File: config.mk
export PLATFORM = sky130hd
export DESIGN_NAME = mem_bank_arbiter
export DESIGN_NICKNAME = d
export VERILOG_FILES = /design/src/rtl/mem_bank_arbiter_pkg.sv /design/src/rtl/mem_bank_arbiter_rr_arb2.sv /design/src/rtl/mem_bank_arbiter.sv
export SDC_FILE = /design/constraint.sdc
export NUM_CORES = 1
export LEC_CHECK = 0
export CAP_MARGIN = 20
export CORE_AREA = 8 8 75 109
export DETAILED_ROUTE_END_ITERATION = 10
export DIE_AREA = 0 0 83 117
export PLACE_DENSITY = 0.75
export SYNTH_ARGS = -nofsm -noshare
export SYNTH_HDL_FRONTEND = slang
export SYNTH_HIERARCHICAL = 1
export SYNTH_SLANG_ARGS = --single-unit
File: constraint.sdc
create_clock -name clk -period 1.3 [get_ports clk]
set_clock_uncertainty 0.1 [all_clocks]
set_input_delay 0.26 -clock clk [delete_from_list [all_inputs] [get_ports clk]]
set_output_delay 0.26 -clock clk [all_outputs]
set_load 0.005 [all_outputs]
File: src/rtl/mem_bank_arbiter_pkg.sv
// mem_bank_arbiter_pkg: bank geometry, requester ids and one-hot helper
package mem_bank_arbiter_pkg;
  localparam int DEPTH = 64;
  localparam int ADDR_W = 6;
  localparam int DATA_W = 20;
  localparam int NREQ = 2;
  localparam logic REQ_FETCH = 1'b0;
  localparam logic REQ_DATA = 1'b1;
  function automatic logic [NREQ-1:0] onehot(input logic id);
    return {id, ~id};
  endfunction
endpackage

File: src/rtl/mem_bank_arbiter_rr_arb2.sv
// rr_arb2: combinational two-way round-robin pick
module rr_arb2
  import mem_bank_arbiter_pkg::*;
(
  input  logic [1:0] eligible,
  input  logic       last,
  output logic       win_valid,
  output logic       win_id
);
  always_comb begin
    win_valid = |eligible;
    win_id = &eligible ? ~last : (eligible[REQ_DATA] ? REQ_DATA : REQ_FETCH);
  end
endmodule

File: src/rtl/mem_bank_arbiter.sv
// mem_bank_arbiter: round-robin two-requester access controller for the 64x20 bank
module mem_bank_arbiter
  import mem_bank_arbiter_pkg::*;
(
  input  logic                   clk,
  input  logic                   rst_n,
  input  logic [NREQ-1:0]        req,
  input  logic [NREQ-1:0]        we,
  input  logic [NREQ*ADDR_W-1:0] addr,
  input  logic [NREQ*DATA_W-1:0] wdata,
  output logic [NREQ-1:0]        gnt,
  output logic [NREQ-1:0]        rvalid,
  output logic [DATA_W-1:0]      rdata,
  output logic                   mem_we,
  output logic [ADDR_W-1:0]      mem_addr,
  output logic [DATA_W-1:0]      mem_wdata,
  input  logic [DATA_W-1:0]      mem_rdata
);
  logic [NREQ-1:0] eligible;
  logic win_valid;
  logic win_id;
  logic last;
  logic pending_rd;
  logic pending_id;
  logic [ADDR_W-1:0] win_addr;
  logic [DATA_W-1:0] win_wdata;
  // a requester accepted this cycle still shows req; masking by gnt avoids a double accept
  always_comb begin
    eligible = req & ~gnt;
    win_addr = win_id ? addr[2*ADDR_W-1:ADDR_W] : addr[ADDR_W-1:0];
    win_wdata = win_id ? wdata[2*DATA_W-1:DATA_W] : wdata[DATA_W-1:0];
  end
  rr_arb2 u_arb (
    .eligible(eligible),
    .last(last),
    .win_valid(win_valid),
    .win_id(win_id)
  );
  always_ff @(posedge clk) begin
    if (!rst_n) begin
      gnt <= '0;
      rvalid <= '0;
      rdata <= '0;
      mem_we <= 1'b0;
      mem_addr <= '0;
      mem_wdata <= '0;
      last <= 1'b1;
      pending_rd <= 1'b0;
      pending_id <= 1'b0;
    end else begin
      gnt <= win_valid ? onehot(win_id) : '0;
      mem_we <= win_valid && we[win_id];
      pending_rd <= win_valid && !we[win_id];
      rvalid <= pending_rd ? onehot(pending_id) : '0;
      if (pending_rd) rdata <= mem_rdata;
      if (win_valid) begin
        mem_addr <= win_addr;
        mem_wdata <= win_wdata;
        last <= win_id;
        pending_id <= win_id;
      end
    end
  end
endmodule

==> qor.tcl <==
set qor(die_ar_um2) 9710
set qor(cts_inserted_buffers) 5
set qor(dominant_cell_type_by_area_after_synthesis) {sky130_fd_sc_hd__dfxtp_1}
set qor(dp_slack_ns) -0.603
set qor(seqPwrFrac) 0.452
set qor(slowest_delay_ns) 0.35
set qor(floorplan.initialDensity) 0.321
set qor(ff2ff_path_depth) 6
set qor(power_switching_w) 0.00104
set qor(critPathMaxFanout) 6
set qor(vias_per_cell) 4.74
set qor(status) {finished, violations left}
set qor(grt_pass1_wl_um) 10500
set qor(switching_share) 0.250
set qor(max_slew.worst_pin.slew_ns) 0.227
set qor(crit_required_ns) 1.39
set qor(overall_power_of_the_completed_layout_w) 0.00415
set qor(die-width_um) 83
set qor(drtIter0Drc) 76
set qor(drt.antenna.violating_nets) 0
set qor(p_comb_frac) 0.278
set qor(number_of_remaining_drc_errors) 0
set qor(final.period_utilization) 1.16
set qor(worst_setup_path_end_kind) {register}
set qor(number_of_buffer_and_inverter_instances_along_the_worst_setup_path) 2
set qor(placement_rows) 37
set qor(hold_path_startpoint) {pending_id}
set qor(total_leakage_power_nw) 1.77
set qor(tritoncts_num_sinks) 54
set qor(register_to_register_setup_slack_ns) -0.21
set qor(clock_pin_slew_reported_for_the_worst_setup_and_hold_paths_after_clock_tree_synthesis_ns) 0.10
set qor(diodes) 0
set qor(synthesis.instances) 208
set qor(timing.final.setup_violations) 32
set qor(first_global_vias) 2138
set qor(clock_tree_from_tritoncts) {yes}
set qor(die_boundary_height_um) 117
set qor(share_clk_of_total_power) 0.270
set qor(core-area_um2) 6710
set qor(clock_tree.htree_level_count) 2
set qor(number_of_different_library_cells_in_the_post_synthesis_netlist) 20
set qor(relSlewSlack) 0.848
set qor(drive_gt1_frac) 0.252
set qor(ys_ff_latch) 54
set qor(yosysWarnings) 6
set qor(yosysTopAreaCellShare) 0.501
set qor(grt_max_degree) 37
set qor(critPathSlowestCell) {sky130_fd_sc_hd__dfxtp_2}
set qor(route.final.wire_length_um) 7320
set qor(aggregate_global_routing_overflow) 0
set qor(cp_cell_sequence) {nor2b_2 -> a21boi_4 -> buf_6 -> buf_12 -> mux2i_4 -> nor2_1}
set qor(p_int_w) 0.00311
set qor(drt_pre_antenna_iters) 4
set qor(worstSkewPairLatency_ns) 0.30
set qor(tns_ns) -4.93
set qor(post_drt_wl_per_cell_um) 16.8
set qor(clockBufferDepth) 2
set qor(globalplace.congestion) 0.686
set qor(layout-area-overhead-vs-synth_pct) 88.8
set qor(finalCriticalPeriod_ns) 1.51
set qor(finish.net_count) 434
set qor(avgSynthCellArea_um2) 10.4
set qor(timing.rr.end) {mem_we}
set qor(min_delay_path_depth) 1
set qor(vias) 2063
set qor(worst-setup-path-type) {register to register}
set qor(clk_root_buffer_cell) {sky130_fd_sc_hd__clkbuf_8}
set qor(drv_slew) 0
set qor(globalRouteTotalUtil) 0.133
set qor(category_of_cells_accounting_for_the_largest_share_of_critical_path_delay) {flip-flops}
set qor(holdPathEnd) {rvalid[0]}
set qor(maxCapViolations) 0
set qor(irDropWorstVdd_mv) 0.610
set qor(design.portCount) 129
set qor(report.final.hold_viol_count) 0
set qor(antenna_violations_before_repair) 0
set qor(min-delay-path-class) {register to register}
set qor(numPortBuffers) 128
set qor(synth_seq_area_share) 0.501
set qor(synth.area.top_cells) {sky130_fd_sc_hd__dfxtp_1 (50%), sky130_fd_sc_hd__mux2i_1 (22%), sky130_fd_sc_hd__nor2b_1 (6.4%)}
set qor(total_power_divided_by_cell_area_nw_per_um2) 1020
set qor(kind_of_launch_point_of_the_worst_setup_path) {register}
set qor(r2r_start) {gnt[1]}
set qor(clock.fmax_mhz) 660
set qor(dpl.hpwl_um) 5100
set qor(post_synth_instance_area_um2) 2160
set qor(arrival_time_of_the_worst_setup_path_ns) 1.61
set qor(failed_checks) {setup timing}
set qor(cts-hold-fix-buffers) 0
set qor(net_count_of_the_mapped_netlist) 286
set qor(unrepaired_setup_endpoints_after_global_routing) {yes}
set qor(postLayoutSetupSlackWorst_ns) -0.214
cells by family (layout without fill, tap and decap cells):
group,count (synthesis),in the layout,share of synthesized area
flip-flops,54,54,0.501
AO/OA/AOI/OAI,54,54,0.128
AND/OR/NAND/NOR,35,36,0.0951
multiplexers,47,47,0.218
buffers and inverters,18,166,0.0580
flip-flops by register name, indices dropped and copies added (netlist names):
| signal | count |
|---|---|
| mem_we | 1 |
| gnt | 2 |
| mem_wdata | 20 |
| rvalid | 2 |
| mem_addr | 6 |
| pending_rd | 1 |
| rdata | 20 |
| last | 1 |
| pending_id | 1 |
Yosys cell counts:
cell	number
sky130_fd_sc_hd__and2b_1	1
sky130_fd_sc_hd__or2_1	1
sky130_fd_sc_hd__dfxtp_1	54
sky130_fd_sc_hd__nor2_1	3
sky130_fd_sc_hd__nor2b_1	22
sky130_fd_sc_hd__a21boi_1	1
sky130_fd_sc_hd__o21ai_0	26
sky130_fd_sc_hd__buf_4	2
sky130_fd_sc_hd__buf_2	3
sky130_fd_sc_hd__and3_1	1
sky130_fd_sc_hd__clkbuf_2	1
sky130_fd_sc_hd__buf_6	6
sky130_fd_sc_hd__nand3_1	1
sky130_fd_sc_hd__nand2_1	3
sky130_fd_sc_hd__nand2b_1	2
sky130_fd_sc_hd__and3_2	1
sky130_fd_sc_hd__a21boi_0	1
sky130_fd_sc_hd__mux2i_1	47
sky130_fd_sc_hd__a21oi_1	26
sky130_fd_sc_hd__clkbuf_1	6
layout by cell type (no fill, tap or decap), types with 2 or more instances in the layout:
cell / netlist / routed
sky130_fd_sc_hd__o21ai_2: 0 / 4
sky130_fd_sc_hd__clkbuf_16: 0 / 5
sky130_fd_sc_hd__nand2b_4: 0 / 2
sky130_fd_sc_hd__buf_16: 0 / 3
sky130_fd_sc_hd__o21ai_0: 26 / 7
sky130_fd_sc_hd__dfxtp_1: 54 / 24
sky130_fd_sc_hd__buf_4: 2 / 11
sky130_fd_sc_hd__buf_6: 6 / 7
sky130_fd_sc_hd__mux2i_2: 0 / 3
sky130_fd_sc_hd__clkdlybuf4s15_1: 0 / 7
sky130_fd_sc_hd__dlygate4sd2_1: 0 / 45
sky130_fd_sc_hd__mux2i_1: 47 / 43
sky130_fd_sc_hd__a21oi_1: 26 / 26
sky130_fd_sc_hd__nor2_1: 3 / 2
sky130_fd_sc_hd__clkinvlp_4: 0 / 2
sky130_fd_sc_hd__clkdlybuf4s50_1: 0 / 75
sky130_fd_sc_hd__o21ai_1: 0 / 15
sky130_fd_sc_hd__nor2b_1: 22 / 20
sky130_fd_sc_hd__clkbuf_8: 0 / 5
sky130_fd_sc_hd__nand2_4: 0 / 2
sky130_fd_sc_hd__or2_4: 0 / 2
sky130_fd_sc_hd__buf_12: 0 / 4
sky130_fd_sc_hd__dfxtp_2: 0 / 30
through the flow:
step	area (um2)	std cells	hold WS, ns	utilization
floorplan	2170	208	0.304	-
global placement	3580	408	0.332	0.533
detailed placement	3580	408	0.330	0.533
CTS	3840	425	0.373	0.573
global route	4070	435	0.408	0.607
finish	4070	435	0.370	0.607
worst reg2reg max path: stages, from the launching register on:
cell and delay [ns]:
sky130_fd_sc_hd__dfxtp_2 0.35, sky130_fd_sc_hd__nor2b_2 0.12, sky130_fd_sc_hd__a21boi_4 0.25, sky130_fd_sc_hd__buf_6 0.16, sky130_fd_sc_hd__buf_12 0.13, sky130_fd_sc_hd__mux2i_4 0.22, sky130_fd_sc_hd__nor2_1 0.08
per-layer routing:
layer  global-route usage  wire [um]  vias up
met4               0.0318         23        0
met2                0.254       4150       69
met5                    0          0        -
li1                     -          -     1022
met3               0.0436        410        2
met1                0.136       2730      970
power by group through the flow:
stage / Combinational [W] / Clock (W) / Sequential [W]
3_5_place_dp: 0.000979 / 0 / 0.00189
4_1_cts: 0.00103 / 0.00116 / 0.00186
6_report: 0.00115 / 0.00112 / 0.00187
3_3_place_gp: 0.000966 / 0 / 0.00189
2_1_floorplan: 0.000378 / 0 / 0.00190
5_1_grt: 0.00124 / 0.00124 / 0.00190
final cells by class:
| class | count | area (um2) |
|---|---|---|
| Fill cell | 579 | 2640 |
| Timing Repair Buffer | 158 | 1680 |
| Sequential cell | 54 | 1120 |
| Multi-Input combinational cell | 137 | 1060 |
| Tap cell | 78 | 97.6 |
| Clock buffer | 5 | 68.8 |
| Clock inverter | 3 | 45.0 |
worst max-delay path by stage:
stage | startpoint | end | cells past startpoint
floorplan | gnt[1] | pending_rd | 6
global placement | req[1] | mem_wdata[4] | 6
detailed placement | req[1] | mem_wdata[4] | 6
CTS | gnt[1] | last | 6
global route | gnt[1] | mem_addr[2] | 6
finish | gnt[1] | mem_we | 6
timing repair:
action                     in CTS  in global routing
pin swaps                       7                  7
gates resized for setup        93                 49
buffers inserted                5                  5
setup endpoints to repair      83                 43
cloned                          4                  7
Note: power is estimated with default switching activity, not from simulation.
